==> src/rtl/mem_access_pkg.sv <==
// mem_access_pkg: shared types for the MEM-stage access unit.
// Holds access sizes, FSM states, byte-lane masks and a lane helper.
package mem_access_pkg;

   typedef enum logic [1:0] {
      SZ_BYTE = 2'b00,
      SZ_HALF = 2'b01,
      SZ_WORD = 2'b10,
      SZ_RSVD = 2'b11
   } size_e;

   typedef enum logic {
      IDLE  = 1'b0,
      MERGE = 1'b1
   } state_e;

   localparam logic [31:0] BYTE_MASK = 32'h0000_00ff;
   localparam logic [31:0] HALF_MASK = 32'h0000_ffff;
   localparam logic [31:0] WORD_MASK = 32'hffff_ffff;

   // Aligned byte lane of an access; low bits that cannot
   // address the given size are dropped.
   function automatic logic [1:0] lane_of(
      input size_e      sz,
      input logic [1:0] a
   );
      logic [1:0] l;
      l = 2'b00;
      unique case (1'b1)
         sz == SZ_BYTE: l = a;
         sz == SZ_HALF: l = {a[1], 1'b0};
         default:       l = 2'b00;
      endcase
      return l;
   endfunction

endpackage

==> src/rtl/store_lane_merge.sv <==
// store_lane_merge: replaces one byte/half lane of a word with new data.
// Ports: oldWord, newData, size, lane in; merged out. Purely combinational.
module store_lane_merge
   import mem_access_pkg::*;
(
   input  logic [31:0] oldWord,
   input  logic [31:0] newData,
   input  size_e       size,
   input  logic [1:0]  lane,
   output logic [31:0] merged
);

   logic [31:0] base;
   logic [31:0] mask;
   logic [4:0]  sh;

   always_comb begin
      base = WORD_MASK;
      unique case (1'b1)
         size == SZ_BYTE: base = BYTE_MASK;
         size == SZ_HALF: base = HALF_MASK;
         default:         base = WORD_MASK;
      endcase
      sh     = {lane, 3'b000};
      mask   = base << sh;
      merged = (oldWord & ~mask) | ((newData & base) << sh);
   end

endmodule

==> src/rtl/mem_access_unit.sv <==
// mem_access_unit: MEM-stage sub-word load/store adapter for a word memory.
// Ports: clk, reset, memRead, memWrite, accessSize, loadUnsigned, address,
// storeData, dmemReadData in; loadData, stall, dmemWrite, dmemAddress,
// dmemWriteData out; misaligned out only with MEM_MISALIGN_TRAP_EN.
// Sub-word stores take two cycles: capture the old word, then write merged.
module mem_access_unit
   import mem_access_pkg::*;
#(
   parameter int WORD_ADDR_BITS = 10,
   parameter int DATA_WIDTH     = 32
)(
   input  logic                  clk,
   input  logic                  reset,
   input  logic                  memRead,
   input  logic                  memWrite,
   input  logic [1:0]            accessSize,
   input  logic                  loadUnsigned,
   input  logic [31:0]           address,
   input  logic [DATA_WIDTH-1:0] storeData,
   output logic [DATA_WIDTH-1:0] loadData,
   output logic                  stall,
   output logic                  dmemWrite,
   output logic [31:0]           dmemAddress,
   output logic [DATA_WIDTH-1:0] dmemWriteData,
   input  logic [DATA_WIDTH-1:0] dmemReadData
`ifdef MEM_MISALIGN_TRAP_EN
   ,
   output logic                  misaligned
`endif
);

   if (DATA_WIDTH != 32) begin : g_bad_width
      $fatal(1, "mem_access_unit: DATA_WIDTH must be 32");
   end
   if (WORD_ADDR_BITS < 1 || WORD_ADDR_BITS > 30) begin : g_bad_addr
      $fatal(1, "mem_access_unit: WORD_ADDR_BITS out of range");
   end

   size_e       sz;
   logic        isWord;
   logic [1:0]  lane;
   state_e      state;
   logic        idle;
   logic        misal;
   logic        rmwStart;

   logic [29:0] capAddr;
   logic [1:0]  capLane;
   size_e       capSize;
   logic [31:0] capData;
   logic [31:0] capWord;
   logic [31:0] merged;

   logic [31:0] shifted;
   logic [31:0] ext;
   logic        sgn8;
   logic        sgn16;

   assign sz     = size_e'(accessSize);
   assign isWord = accessSize[1];
   assign lane   = lane_of(sz, address[1:0]);
   assign idle   = !reset && state == IDLE;

`ifdef MEM_MISALIGN_TRAP_EN
   assign misal = idle && (memRead || memWrite) &&
                  ((sz == SZ_HALF && address[0]) ||
                   (isWord && address[1:0] != 2'b00));
   assign misaligned = misal;
`else
   assign misal = 1'b0;
`endif

   // A store wins over a simultaneous load.
   assign rmwStart = idle && memWrite && !isWord && !misal;

   store_lane_merge u_merge (
      .oldWord (capWord),
      .newData (capData),
      .size    (capSize),
      .lane    (capLane),
      .merged  (merged)
   );

   always_ff @(posedge clk) begin
      if (reset) begin
         state   <= IDLE;
         capAddr <= '0;
         capLane <= '0;
         capSize <= SZ_BYTE;
         capData <= '0;
         capWord <= '0;
      end else begin
         unique case (state)
            IDLE: begin
               if (rmwStart) begin
                  state   <= MERGE;
                  capAddr <= address[31:2];
                  capLane <= lane;
                  capSize <= sz;
                  capData <= storeData;
                  capWord <= dmemReadData;
               end
            end
            MERGE: state <= IDLE;
            default: state <= IDLE;
         endcase
      end
   end

   // MERGE ignores the (still presented) request inputs.
   always_comb begin
      stall         = 1'b0;
      dmemWrite     = 1'b0;
      dmemAddress   = {address[31:2], 2'b00};
      dmemWriteData = storeData;
      if (state == MERGE) begin
         dmemAddress   = {capAddr, 2'b00};
         dmemWriteData = merged;
         dmemWrite     = !reset;
      end else begin
         stall     = rmwStart;
         dmemWrite = idle && memWrite && isWord && !misal;
      end
   end

   always_comb begin
      shifted = dmemReadData >> {lane, 3'b000};
      sgn8    = !loadUnsigned && shifted[7];
      sgn16   = !loadUnsigned && shifted[15];
      ext     = shifted;
      unique case (1'b1)
         sz == SZ_BYTE: ext = {{24{sgn8}}, shifted[7:0]};
         sz == SZ_HALF: ext = {{16{sgn16}}, shifted[15:0]};
         default:       ext = shifted;
      endcase
      loadData = '0;
      if (idle && memRead && !memWrite && !misal)
         loadData = ext;
   end

endmodule
==> config.mk <==
export PLATFORM = sky130hd
export DESIGN_NAME = mem_access_unit
export DESIGN_NICKNAME = d
export VERILOG_FILES = /design/src/rtl/mem_access_pkg.sv /design/src/rtl/store_lane_merge.sv /design/src/rtl/mem_access_unit.sv
export SDC_FILE = /design/constraint.sdc
export NUM_CORES = 1
export LEC_CHECK = 0
export BUFFER_PORTS_ARGS = -buffer_cell sky130_fd_sc_hd__clkbuf_2
export CAP_MARGIN = 0
export CORE_MARGIN = 2
export CORE_UTILIZATION = 51
export DETAILED_ROUTE_END_ITERATION = 10
export GPL_ROUTABILITY_DRIVEN = 0
export PLACE_DENSITY = 0.83
export SETUP_SLACK_MARGIN = 0.1
export SLEW_MARGIN = 20
export SYNTH_ARGS = -nofsm -noshare
export SYNTH_HDL_FRONTEND = slang
export SYNTH_HIERARCHICAL = 1
export SYNTH_SLANG_ARGS = --single-unit
==> constraint.sdc <==
create_clock -name clk -period 1.8 [get_ports clk]
set_input_delay 0.09 -clock clk [delete_from_list [all_inputs] [get_ports clk]]
set_output_delay 0.09 -clock clk [all_outputs]
set_load 0.005 [all_outputs]
Word level (Yosys, flattened, before mapping)
Cells that the tools add are included.
Widths: inputs -> output; s select.
- register bits after elaboration: 99
- bits of input ports: 103
- logic and storage cells: 41
- eq/ne operators: 2
- shift operators: 3
- muxes and demuxes: 10
- bitwise gates (word level): 5
- reductions and logical operators: 15
- operators by type and width (kind ; number):
    $pmux 32 s2 ; 2
    $mux 32 ; 3
    $and 32x32->32 ; 2
    $shl 32x5->32 ; 2
    $not 32->32 ; 1
    $or 32x32->32 ; 1
    $shr 32x5->32 ; 1
    $logic_and 1x1->1 ; 8
    $eq 2x1->1 const B ; 2
    $logic_not 1->1 ; 4
    $logic_not 2->1 ; 2
    $pmux 2 s2 ; 1
    $mux 1 ; 3
    $pmux 1 s2 ; 1
    $reduce_and 2->1 ; 1
    $not 1->1 ; 1

Logic depth before layout (Yosys ltp)
- depth after elaboration: 7
- gate-level depth with buffers: 8

Cells and area by module
Netlist, hierarchy kept.
- by module, submodules not included (module ; instances ; cells an instance ; area each (um^2) ; seq. area each (um^2)):
    mem_access_unit ; 1 ; 599 ; 4908.5 ; 1981.9
    store_lane_merge ; 1 ; 119 ; 833.3 ; 0.0

Worst setup path before layout
No wires, ideal clock.
- path type: register -> register
- start: register state
- end: register capData[19]
- setup time: 132 ps
- arrival: 1470 ps
- required time: 1668 ps
- slack: 198 ps
- stages on the path, launching flop included: 8
- buffers on the path: 3
- clock period less this slack: 1602 ps
- path through: dfxtp_1 -> or3b_1 -> or2_1 -> buf_4 -> buf_2 -> buf_2 -> nand2_1 -> a21oi_1
- word-level cells in the longest chain between the ends: 5
- ends and longest elaborated chain (element ; line ; text):
    start: declaration ; mem_access_unit.sv:42 ; state_e state;
    start signal: assignment ; mem_access_unit.sv:86 ; state <= IDLE;
    start signal: assignment ; mem_access_unit.sv:96 ; state <= MERGE;
    start signal: assignment ; mem_access_unit.sv:104 ; MERGE: state <= IDLE;
    $not 1->1 * ; -- ;
    $logic_and 1x1->1 ; mem_access_unit.sv:62 ; assign idle = !reset && state == IDLE;
    $logic_and 1x1->1 (2 in a row) ; mem_access_unit.sv:74 ; assign rmwStart = idle && memWrite && !isWord && !misal;
    $reduce_and 2->1 (no line) * ; -- ;
    end signal: assignment ; mem_access_unit.sv:100 ; capData <= storeData;
    end: declaration ; mem_access_unit.sv:50 ; logic [31:0] capData;
Every way passes the cells marked *; elsewhere a longest branch is shown, timed or not.
A chain may end at the register's enable or synchronous reset.

Worst setup path in the final report
- start: register capSize[1]
- end: output dmemWriteData[31]
- word-level cells in the longest chain between the ends: 7
- elaborated cells between the ends (all ways): 10
- those cells by class: eq/ne (1); shift (2); mux (2); bitwise (4); reduce/logical (1)
- ends and longest elaborated chain (element ; line ; text):
    start: declaration ; mem_access_unit.sv:49 ; size_e capSize;
    start signal: assignment ; mem_access_unit.sv:99 ; capSize <= sz;
    $eq 2x1->1 or $logic_not 2->1 (tied branches) ; store_lane_merge.sv:21, store_lane_merge.sv:20 ;
    $pmux 32 s2 * ; store_lane_merge.sv:19 ; unique case (1'b1)
    $shl 32x5->32 ; store_lane_merge.sv:25 ; mask = base << sh;
    $not 32->32 ; store_lane_merge.sv:26 ; merged = (oldWord & ~mask) | ((newData & base) << sh);
    $and 32x32->32 ; store_lane_merge.sv:26 ;
    $or 32x32->32 * ; store_lane_merge.sv:26 ;
    net merged[31] ; mem_access_unit.sv:52 ; logic [31:0] merged;
    $mux 32 * ; mem_access_unit.sv:116 ; if (state == MERGE) begin
    end: declaration ; mem_access_unit.sv:24 ; output logic [DATA_WIDTH-1:0] dmemWriteData,
Mark *: on every way through the listed nets, which the timed path passes. The rest lies on a longest branch.

==> impl_results.md <==
- Outcome: finished with violations
- Failing checks: setup timing
- DR vias: 7358
- Comb pwr share: 0.221
- Post-Place Setup Slack: -21.6 ps
- Req. time, crit path: 1710 ps
- Worst IR Drop VDD: 0.480 mV
- I/O pin count: 201
- P_sw: 1.54 mW
- Critical Path Fanout Max: 12
- CTS Buffer Depth: 2
- Crit path launch type: flip-flop
- Sw Share: 0.268
- CP Buf/Inv Count: 1
- Clk_skew: 8.02 ps
- Total power: 5.73 mW
- Mapped Area: 0.00574 mm²
- Vias in the first global route: 6440
- DRC violations left: 0
- Top delay family on crit path: compound AO/OA/AOI/OAI gates
- Int Pwr: 4.20 mW
- Nets: 1102
- RSZ-0062 raised after global routing: yes
- CTS tree: yes
- Gate count of the mapped netlist: 718
- Final Hold Fails: 0
- Synth-to-layout area growth: 56.2%
- Ys async rst share: 0
- Clock power frac: 0.375
- Num rows: 38
- Final worst setup slack: -296 ps
- Root buffer cell: clkbuf_16
- Clock transition at path regs: 70 ps
- Initial antenna violation count: 0
- FMAX: 477 MHz
- Critical path depth: 5
- CP Data Arrival Time: 2010 ps
- CP Capture Type: output port
- #FFs+latches synth: 99
- Max-slew violation count: 0
- Flop pwr share: 0.405
- Total routed wirelength: 25.6 mm
- CP peak stage delay: 400 ps
- First-pass GRT wire length: 31.9 mm
- CTS buffer count: 9
- Die W: 110 µm
- CP Class: flip-flop to output port
- Yosys warns: 6
- Total gr overflow: 0
- I/O Buffers: 198
- Worst Reg2Reg Path Length in Cells: 6
- Post-DR wirelength/cell: 22.3 µm
- Overall die height: 110 µm
- Die Footprint: 0.0121 mm²
- Number of H-tree levels: 3
- Top cells by area, synth: dfxtp_1 (35%), mux2_2 (14%), nand2_1 (13%)
- Yosys top cell by area: dfxtp_1
- Endpoints failing setup: 63
- Slew @ Worst Pin: 755 ps
- Syn avg cell area: 8.00 µm²
- Sequential fraction of the synthesis area: 0.345
- Hold path depth: 3
- Dpl hpwl: 12.7 mm
- Static Leak: 3.70 nW
- Register-to-register setup slack: 50 ps
- Placed cells: 1029
- Core ar.: 0.0109 mm²
- Post-DRT Antenna Nets: 0
- Largest net degree at the start of global routing: 69
- Synth top cells by count: nand2_1 (200), a21oi_1 (106), dfxtp_1 (99)
- GRT Overall Usage: 0.340
- Netlist cell types: 53
- Vias per cell: 6.43
- First-pass detailed-route iteration total: 9
- Starting Density: 0.525
- Power density of the placed cells: 639 mW/mm²
- Commonest register cell after synthesis: dfxtp_1
- Fin crit share: 1.16
- CP cell instances: o21ai_0 -> o21ai_1 -> a221o_1 -> mux2_4 -> buf_6
- Initial DRC count: 1031
- Layout Cells excl Fill: 1144
- Antenna diodes: 0
- Clk_lat worst skew: 350 ps
- Final min period: 2100 ps
- Highest-delay cell along the critical path: dfxtp_4
- Slew margin rel.: 0.497
- Synth top area share: 0.345
- Count leader, synth: nand2_1
- CTS sink cnt: 99
- Max-cap violations: 0
- Worst Hold Class: input pin to flip-flop
- Post-synth EDFFs: 0
- Layout cells sized above 1: 0.429
==> final timing paths <==
| kind | start | endpoint |
|---|---|---|
| worst min register to register | capAddr[28] | capAddr[28] |
| worst max register to register | state | capWord[30] |
| worst max-delay path | capSize[1] | dmemWriteData[31] |
| worst min-delay path | dmemReadData[3] | capWord[3] |
==> worst register-to-register path, stage by stage, from the launching register on <==
cell and delay, ps:
dfxtp_2 340, or3b_4 380, or2_4 260, buf_6 150, buf_16 160, nand2_1 210, a21oi_1 110
==> what timing repair did <==
item	in CTS	in global routing
gates resized for setup	78	84
cloned	5	9
hold endpoints to repair	68	0
hold buffers	68	0
pin swaps	20	24
buffers inserted	11	6
setup endpoints to repair	66	184
==> flip-flops by register name, indices dropped and copies added, names as in the netlist <==
signal / count
capSize: 2
capAddr: 30
capData: 32
capLane: 2
state: 1
capWord: 32
==> power groups by stage <==
stage / clock (mW) / combinational [mW] / sequential [mW]
6_report: 2.15 / 1.27 / 2.32
5_1_grt: 2.25 / 1.32 / 2.32
4_1_cts: 2.13 / 1.08 / 2.31
3_5_place_dp: 0 / 0.878 / 2.36
3_3_place_gp: 0 / 0.866 / 2.36
2_1_floorplan: 0 / 0.487 / 2.34
==> final cells by class <==
cell class                 count  area [µm²]
multi-input combinational    550        3790
timing repair buffer         331        2630
sequential                    99        2000
fill                         586        1970
clock buffer                  12         256
tap                          140         175
clock inverter                 4        72.6
inverter                       8        38.8
==> cells in the final DEF, fill, tap and decap left out, types with 3 or more instances in the layout <==
cell	instances
o21ai_2	3
or3_1	6
o211ai_1	21
mux4_2	7
nand3_1	11
dfxtp_1	94
a221o_1	7
a21oi_1	93
dlygate4sd3_1	68
clkbuf_16	18
buf_16	4
dfxtp_4	4
buf_12	11
a22oi_2	7
buf_4	27
clkbuf_2	174
o211ai_2	4
nand2_1	198
o22ai_1	7
buf_6	18
nor2_1	11
mux2_4	21
o21ai_1	13
inv_1	5
nand3_2	13
a22o_1	7
a21oi_2	12
and2_1	7
mux2i_1	8
mux2_2	51
and2_4	3
buf_2	18
==> metrics by stage <==
| stage | utilization | setup TNS (ps) | instance area, µm² | hold WS [ps] |
|---|---|---|---|---|
| floorplan | - | 0 | 5750 | 226 |
| global placement | 0.635 | 0 | 6950 | 325 |
| detailed placement | 0.635 | -21.6 | 6950 | 331 |
| CTS | 0.772 | -4220 | 8440 | 3.62 |
| global route | 0.820 | -12510 | 8970 | 16.7 |
| finish | 0.820 | -8980 | 8970 | 21.8 |
==> routing by layer <==
layer | routed length (µm) | part of all wire | vias to the layer above | global-route usage
met5 | 0 | 0 | - | 0
met4 | 1940 | 0.076 | 0 | 0.205
met3 | 3200 | 0.13 | 240 | 0.0800
met2 | 12000 | 0.47 | 727 | 0.594
met1 | 8380 | 0.33 | 3306 | 0.373
li1 | - | - | 3085 | -
==> cells by family after synthesis <==
logic type,synth area share
compound gates,0.202
other cells,0.000653
buf+inv,0.0647
simple gates,0.204
mux,0.183
flops,0.345
Power figures use the tool's default switching activity.
